===== src/rtl/i2s_rx_param.sv =====
// I2S / left-justified serial audio receiver, fully in the mck_i domain.
// Oversampled inputs feed a slot deserialiser whose samples are queued in a small output FIFO.
module i2s_rx_param #(
  parameter int DATA_W     = 16,
  parameter int SLOT_W     = 32,
  parameter int FIFO_DEPTH = 4
) (
  input  logic              mck_i,
  input  logic              rst_i,
  input  logic              bck_i,
  input  logic              lrck_i,
  input  logic              data_i,
  input  logic              fmt_i,
  output logic [DATA_W-1:0] sample_o,
  output logic              chan_o,
  output logic              valid_o,
  input  logic              ready_i,
  output logic              overflow_o,
  output logic              frame_err_o
);
  // state     | meaning
  // WAIT_SYNC | out of reset, ignore the stream until the first lrck boundary
  // RUN       | slot-aligned; deserialise, measure slot length, push samples

  typedef enum logic {WAIT_SYNC, RUN} state_t;

  localparam int AW = (FIFO_DEPTH > 1) ? $clog2(FIFO_DEPTH) : 1;
  localparam int BW = $clog2(DATA_W + 1);
  localparam logic [AW:0] DEPTH_C = (AW + 1)'(FIFO_DEPTH);

  logic [2:0] bck_sr;
  logic [1:0] lrck_sr;
  logic [1:0] data_sr;
  logic       strobe, lrck_s, data_s;

  state_t            state, state_nxt;
  logic              lrck_prev, lrck_prev_nxt;
  logic              primed, primed_nxt;
  logic              boundary;
  logic [BW-1:0]     bit_cnt, bit_cnt_nxt;
  logic [6:0]        slot_len, slot_len_nxt;
  logic [DATA_W-1:0] shift, shift_nxt;
  logic              chan_cur, chan_nxt;
  logic              push_pend, push_nxt;
  logic              ferr_set;

  logic [DATA_W:0]   mem [FIFO_DEPTH];
  logic [AW-1:0]     wptr, rptr;
  logic [AW:0]       count;
  logic              full, pop, wr;

  // All three lines share one synchroniser depth so data and lrck stay aligned to the bck strobe.
  always_ff @(posedge mck_i) begin
    if (rst_i) begin
      bck_sr  <= '0;
      lrck_sr <= '0;
      data_sr <= '0;
    end else begin
      bck_sr  <= {bck_sr[1:0], bck_i};
      lrck_sr <= {lrck_sr[0], lrck_i};
      data_sr <= {data_sr[0], data_i};
    end
  end

  assign strobe = bck_sr[1] & ~bck_sr[2];
  assign lrck_s = lrck_sr[1];
  assign data_s = data_sr[1];

  always_ff @(posedge mck_i) begin
    if (rst_i) begin
      state     <= WAIT_SYNC;
      lrck_prev <= 1'b0;
      primed    <= 1'b0;
      bit_cnt   <= '0;
      slot_len  <= '0;
      shift     <= '0;
      chan_cur  <= 1'b0;
      push_pend <= 1'b0;
    end else begin
      state     <= state_nxt;
      lrck_prev <= lrck_prev_nxt;
      primed    <= primed_nxt;
      bit_cnt   <= bit_cnt_nxt;
      slot_len  <= slot_len_nxt;
      shift     <= shift_nxt;
      chan_cur  <= chan_nxt;
      push_pend <= push_nxt;
    end
  end

  // The first strobe after reset only primes lrck_prev, so a stream entered mid-slot
  // cannot fake a boundary.
  always_comb begin
    state_nxt     = state;
    lrck_prev_nxt = lrck_prev;
    primed_nxt    = primed;
    boundary      = 1'b0;
    bit_cnt_nxt   = bit_cnt;
    slot_len_nxt  = slot_len;
    shift_nxt     = shift;
    chan_nxt      = chan_cur;
    push_nxt      = 1'b0;
    ferr_set      = 1'b0;
    if (strobe) begin
      lrck_prev_nxt = lrck_s;
      primed_nxt    = 1'b1;
      boundary      = primed && (lrck_s != lrck_prev);
      if (boundary) begin
        if (state == RUN)
          ferr_set = (slot_len != 7'(SLOT_W)) || (bit_cnt < BW'(DATA_W));
        state_nxt    = RUN;
        slot_len_nxt = 7'd1;
        chan_nxt     = fmt_i ? ~lrck_s : lrck_s;
        if (fmt_i) begin
          shift_nxt   = DATA_W'({shift, data_s});
          bit_cnt_nxt = BW'(1);
          push_nxt    = (DATA_W == 1);
        end else begin
          bit_cnt_nxt = '0;
        end
      end else if (state == RUN) begin
        if (slot_len != 7'd127)
          slot_len_nxt = slot_len + 7'd1;
        if (bit_cnt < BW'(DATA_W)) begin
          shift_nxt   = DATA_W'({shift, data_s});
          bit_cnt_nxt = bit_cnt + BW'(1);
          push_nxt    = (bit_cnt == BW'(DATA_W - 1));
        end
      end
    end
  end

  assign full = (count == DEPTH_C);
  assign pop  = valid_o & ready_i;
  assign wr   = push_pend & (~full | pop);

  // The shift register holds the finished word for several mck cycles, so the write
  // one cycle after capture reads it directly.
  always_ff @(posedge mck_i) begin
    if (rst_i) begin
      for (int i = 0; i < FIFO_DEPTH; i++) mem[i] <= '0;
      wptr        <= '0;
      rptr        <= '0;
      count       <= '0;
      overflow_o  <= 1'b0;
      frame_err_o <= 1'b0;
    end else begin
      if (wr) begin
        mem[wptr] <= {chan_cur, shift};
        wptr      <= wptr + AW'(1);
      end
      if (pop)
        rptr <= rptr + AW'(1);
      case ({wr, pop})
        2'b10:   count <= count + (AW + 1)'(1);
        2'b01:   count <= count - (AW + 1)'(1);
        default: count <= count;
      endcase
      if (push_pend & full & ~pop)
        overflow_o <= 1'b1;
      if (ferr_set)
        frame_err_o <= 1'b1;
    end
  end

  assign {chan_o, sample_o} = mem[rptr];
  assign valid_o = (count != '0);

endmodule


===== config.mk =====
export PLATFORM = sky130hd
export DESIGN_NAME = i2s_rx_param
export DESIGN_NICKNAME = d
export VERILOG_FILES = /design/src/rtl/i2s_rx_param.sv
export SDC_FILE = /design/constraint.sdc
export NUM_CORES = 1
export LEC_CHECK = 0
export BUFFER_PORTS_ARGS = -buffer_cell sky130_fd_sc_hd__buf_2
export CAP_MARGIN = 25
export CORE_UTILIZATION = 50
export DETAILED_ROUTE_END_ITERATION = 12
export PLACE_DENSITY = 0.75
export SLEW_MARGIN = 30
export SYNTH_ARGS = -nofsm -noshare
export SYNTH_HDL_FRONTEND = slang
export SYNTH_SLANG_ARGS = --single-unit

===== constraint.sdc =====
create_clock -name mck_i -period 2.55 [get_ports mck_i]
set_clock_uncertainty 0.15 [all_clocks]
set_input_delay 0.3825 -clock mck_i [delete_from_list [all_inputs] [get_ports mck_i]]
set_output_delay 0.3825 -clock mck_i [all_outputs]
set_load 0.005 [all_outputs]

==> results.sh <==
export IMPL_final_cells=589
export IMPL_placedCellCount=553
export IMPL_hp_start="fmt_i"
export IMPL_worstSkewPairLatency_ns=0.51
export IMPL_hp_class="in -> reg"
export IMPL_ir_drop_v=0.0004457
export IMPL_cts_buffer_depth=2
export IMPL_cts_root_buf="clkbuf_8"
export IMPL_synth_avg_cell_area_um2=12.61
export IMPL_netlist_area_mm2=0.005096
export IMPL_io_buffers=26
export IMPL_synth_most_common_cell="edfxtp_1"
export IMPL_cap_violations=0
export IMPL_holdPathStages=3
export IMPL_crit_path_cell_trace="buf_4 > mux4_2 > buf_2"
export IMPL_p_leak_nw=2.230
export IMPL_switching_power_uw=935.6
export IMPL_synth_nets=417
export IMPL_whs_ns=0.05991
export IMPL_drv_slew=0
export IMPL_drive_above_1_share_pct=22.81
export IMPL_area_growth_pct=18.24
export IMPL_row_count=36
export IMPL_ys_flop_type="edfxtp_1"
export IMPL_die_area_mm2=0.01060
export IMPL_place_area_mm2=0.005368
export IMPL_path_delay_family="multiplexers"
export IMPL_powerDensity_mw_per_mm2=774.1
export IMPL_ys_types=57
export IMPL_setup_viol=0
export IMPL_hold_viol=0
export IMPL_fin_nets=456
export IMPL_finalWirelength_um=9429
export IMPL_finalSetupTns_ns=0
export IMPL_internal_power_mw=3.729
export IMPL_clock_power_share_pct=52.3
export IMPL_wl_per_cell_um=16.01
export IMPL_yosysTopAreaCellShare_pct=40.07
export IMPL_drc=0
export IMPL_n_fill_cell=786
export IMPL_seqPwrFrac_pct=45.3
export IMPL_rr_worst_depth=8
export IMPL_clock_sinks=119
export IMPL_synthTopCellsByArea="edfxtp_1 (40%), dfxtp_1 (20%), mux4_2 (7.5%), nor2_1 (4.1%), mux2i_1 (3.3%)"
export IMPL_fin_crit_sh_pct=93.88
export IMPL_ys_seq_area_share_pct=60.10
export IMPL_slowest_delay_ns=0.58
export IMPL_grt_use_total_pct=19.90
export IMPL_fp_coreArea_mm2=0.009819
export IMPL_n_antenna_cell=0
export IMPL_status="completed"
export IMPL_arrival_ns=1.86
export IMPL_reg2reg_slack_ns=0.16
export IMPL_rsz0062_at_grt="false"
export IMPL_place_congestion=0.8190
export IMPL_drtIter0Drc=120
export IMPL_die_height_um=103.0
export IMPL_avgViaCountPerCell=5.255
export IMPL_synth_edf_count=68
export IMPL_dr_pass1_iters=5
export IMPL_worst_setup_path_start_kind="flop"
export IMPL_grt_max_degree=26
export IMPL_hpwl_um=6176
export IMPL_cts_tree="done"
export IMPL_synthCells=404
export IMPL_setup_slack_ns=0.1561
export IMPL_clkTransAtPathRegs_ns=0.06
export IMPL_timing_rr_start="count[1]$_SDFFE_PP0P_"
export IMPL_h_tree_depth=4
export IMPL_reg2reg_to="count[2]$_SDFFE_PP0P_"
export IMPL_timing_fmax_ghz=0.4177
export IMPL_antenna_found_initial=0
export IMPL_cp_slowest_cell="mux4_2"
export IMPL_fp_dieW_um=103.0
export IMPL_required_ns=2.02
export IMPL_cp_num_buf_inv=2
export IMPL_power_mw=4.664
export IMPL_pre_cts_ws_ns=-0.007450
export IMPL_power_share_switching_pct=20.06
export IMPL_whs_endpoint="bit_cnt[0]$_SDFFE_PP0P_"
export IMPL_fin_util_pct=61.37
export IMPL_start_util_pct=51.90
export IMPL_period_needed_ns=2.394
export IMPL_overflow=0
export IMPL_yosys_area_top_type="edfxtp_1"
export IMPL_stdcell_area_mm2=0.006026
export IMPL_path_class="reg -> out"
export IMPL_worstMarginPinSlew_ns=0.8538
export IMPL_worstPathMaxFanout=17
export IMPL_ant_nets=0
export IMPL_ys_ff_latch=119
export IMPL_cts_buffers=17
export IMPL_relSlewSlack_pct=43.08
export IMPL_vias=3095
export IMPL_end_kind="output port"
export IMPL_p_comb_share_pct=2.5
export IMPL_synthArstFlopShare_pct=0
export IMPL_io_pin_count=27
export IMPL_yosysWarningCount=0
export IMPL_grt_pass1_wl_um=15390
export IMPL_synthTopCellsByCount="edfxtp_1 (68), nor2_1 (55), dfxtp_1 (51), inv_1 (24), nand2_1 (22)"
export IMPL_grt_pass1_vias=3166
## cells by family after synthesis
group,after synthesis,synth area share (%)
xor gates and xnor gates,10,1.866
muxes,34,10.85
AOI/OAI and AO/OA,29,4.616
DFF,119,60.10
buffers and inverters,44,3.854
and+or+nand+nor,162,17.09
adders and majority gates,6,1.620
## worst max-delay path by stage
stage                                from                     to  slack [ns]  cells past startpoint
CTS                 count[0]$_SDFFE_PP0P_  count[2]$_SDFFE_PP0P_        0.07                      8
detailed placement                ready_i  count[2]$_SDFFE_PP0P_      -0.007                      9
global placement                  ready_i  count[2]$_SDFFE_PP0P_        0.07                      9
global route                         flop                 chan_o        0.06                      3
finish                               flop                 chan_o        0.16                      3
floorplan           count[0]$_SDFFE_PP0P_  count[2]$_SDFFE_PP0P_        0.16                      8
## power groups by stage
| stage | Combinational, mW | Sequential (mW) | Clock, mW |
|---|---|---|---|
| finish | 0.115 | 2.11 | 2.44 |
| CTS | 0.117 | 2.11 | 2.48 |
| global placement | 0.109 | 2.15 | 0 |
| floorplan | 0.0731 | 2.14 | 0 |
| global route | 0.127 | 2.12 | 2.55 |
| detailed placement | 0.113 | 2.15 | 0 |
## per-layer routing
layer | wire length [µm] | up-vias | part of all wire, % | global-route usage (%)
met2 | 5182 | 60 | 55 | 35.74
li1 | - | 1506 | - | -
met5 | 0 | - | 0 | 0
met1 | 3943 | 1527 | 42 | 22.15
met3 | 271 | 2 | 2.9 | 5.695
met4 | 32 | 0 | 0.34 | 8.126
## repair_timing
item / CTS / global route
setup endpoints to repair: 0 / 18
setup buffers: 0 / 1
hold endpoints to repair: 3 / 0
hold buffers: 3 / 0
gates resized for setup: 0 / 2
## flip-flops by register name (all words and copies together) (netlist names), 3 cells and up, named ones only
signal / flops
bit_cnt: 5
count: 3
mem: 68
slot_len: 7
shift: 16
bck_sr: 3
## cells in the final DEF (no fill, tap or decap), types with 3 or more instances in the layout
master / instances
nor2b_1: 8
and2_1: 18
nand2_1: 22
ha_1: 5
nor2_1: 55
mux4_2: 17
xor2_1: 7
buf_2: 26
bufinv_16: 4
clkinv_4: 4
edfxtp_1: 68
nand3b_1: 3
mux2i_1: 17
dfxtp_1: 50
nand2b_1: 19
buf_4: 11
inv_1: 24
nand3_1: 12
dlygate4sd3_1: 3
a31oi_1: 4
clkbuf_16: 16
clkinv_2: 3
nor3_1: 4
a21oi_1: 8
## layout make-up
type	count	area, µm²	share of cell area, %
clock buffer	17	414.1	6.873
inverter	24	90.09	1.495
clock inverter	15	202.7	3.364
timing repair buffer	40	242.7	4.028
sequential	119	3064	50.85
tap	133	166.4	2.762
multi-input combinational	241	1846	30.63
## tightest hold or removal path, stage by stage
cell and delay, ns:
buf_2 0.14, nand2_1 0.07, a31oi_1 0.06
(Power assumes the default switching activity.)
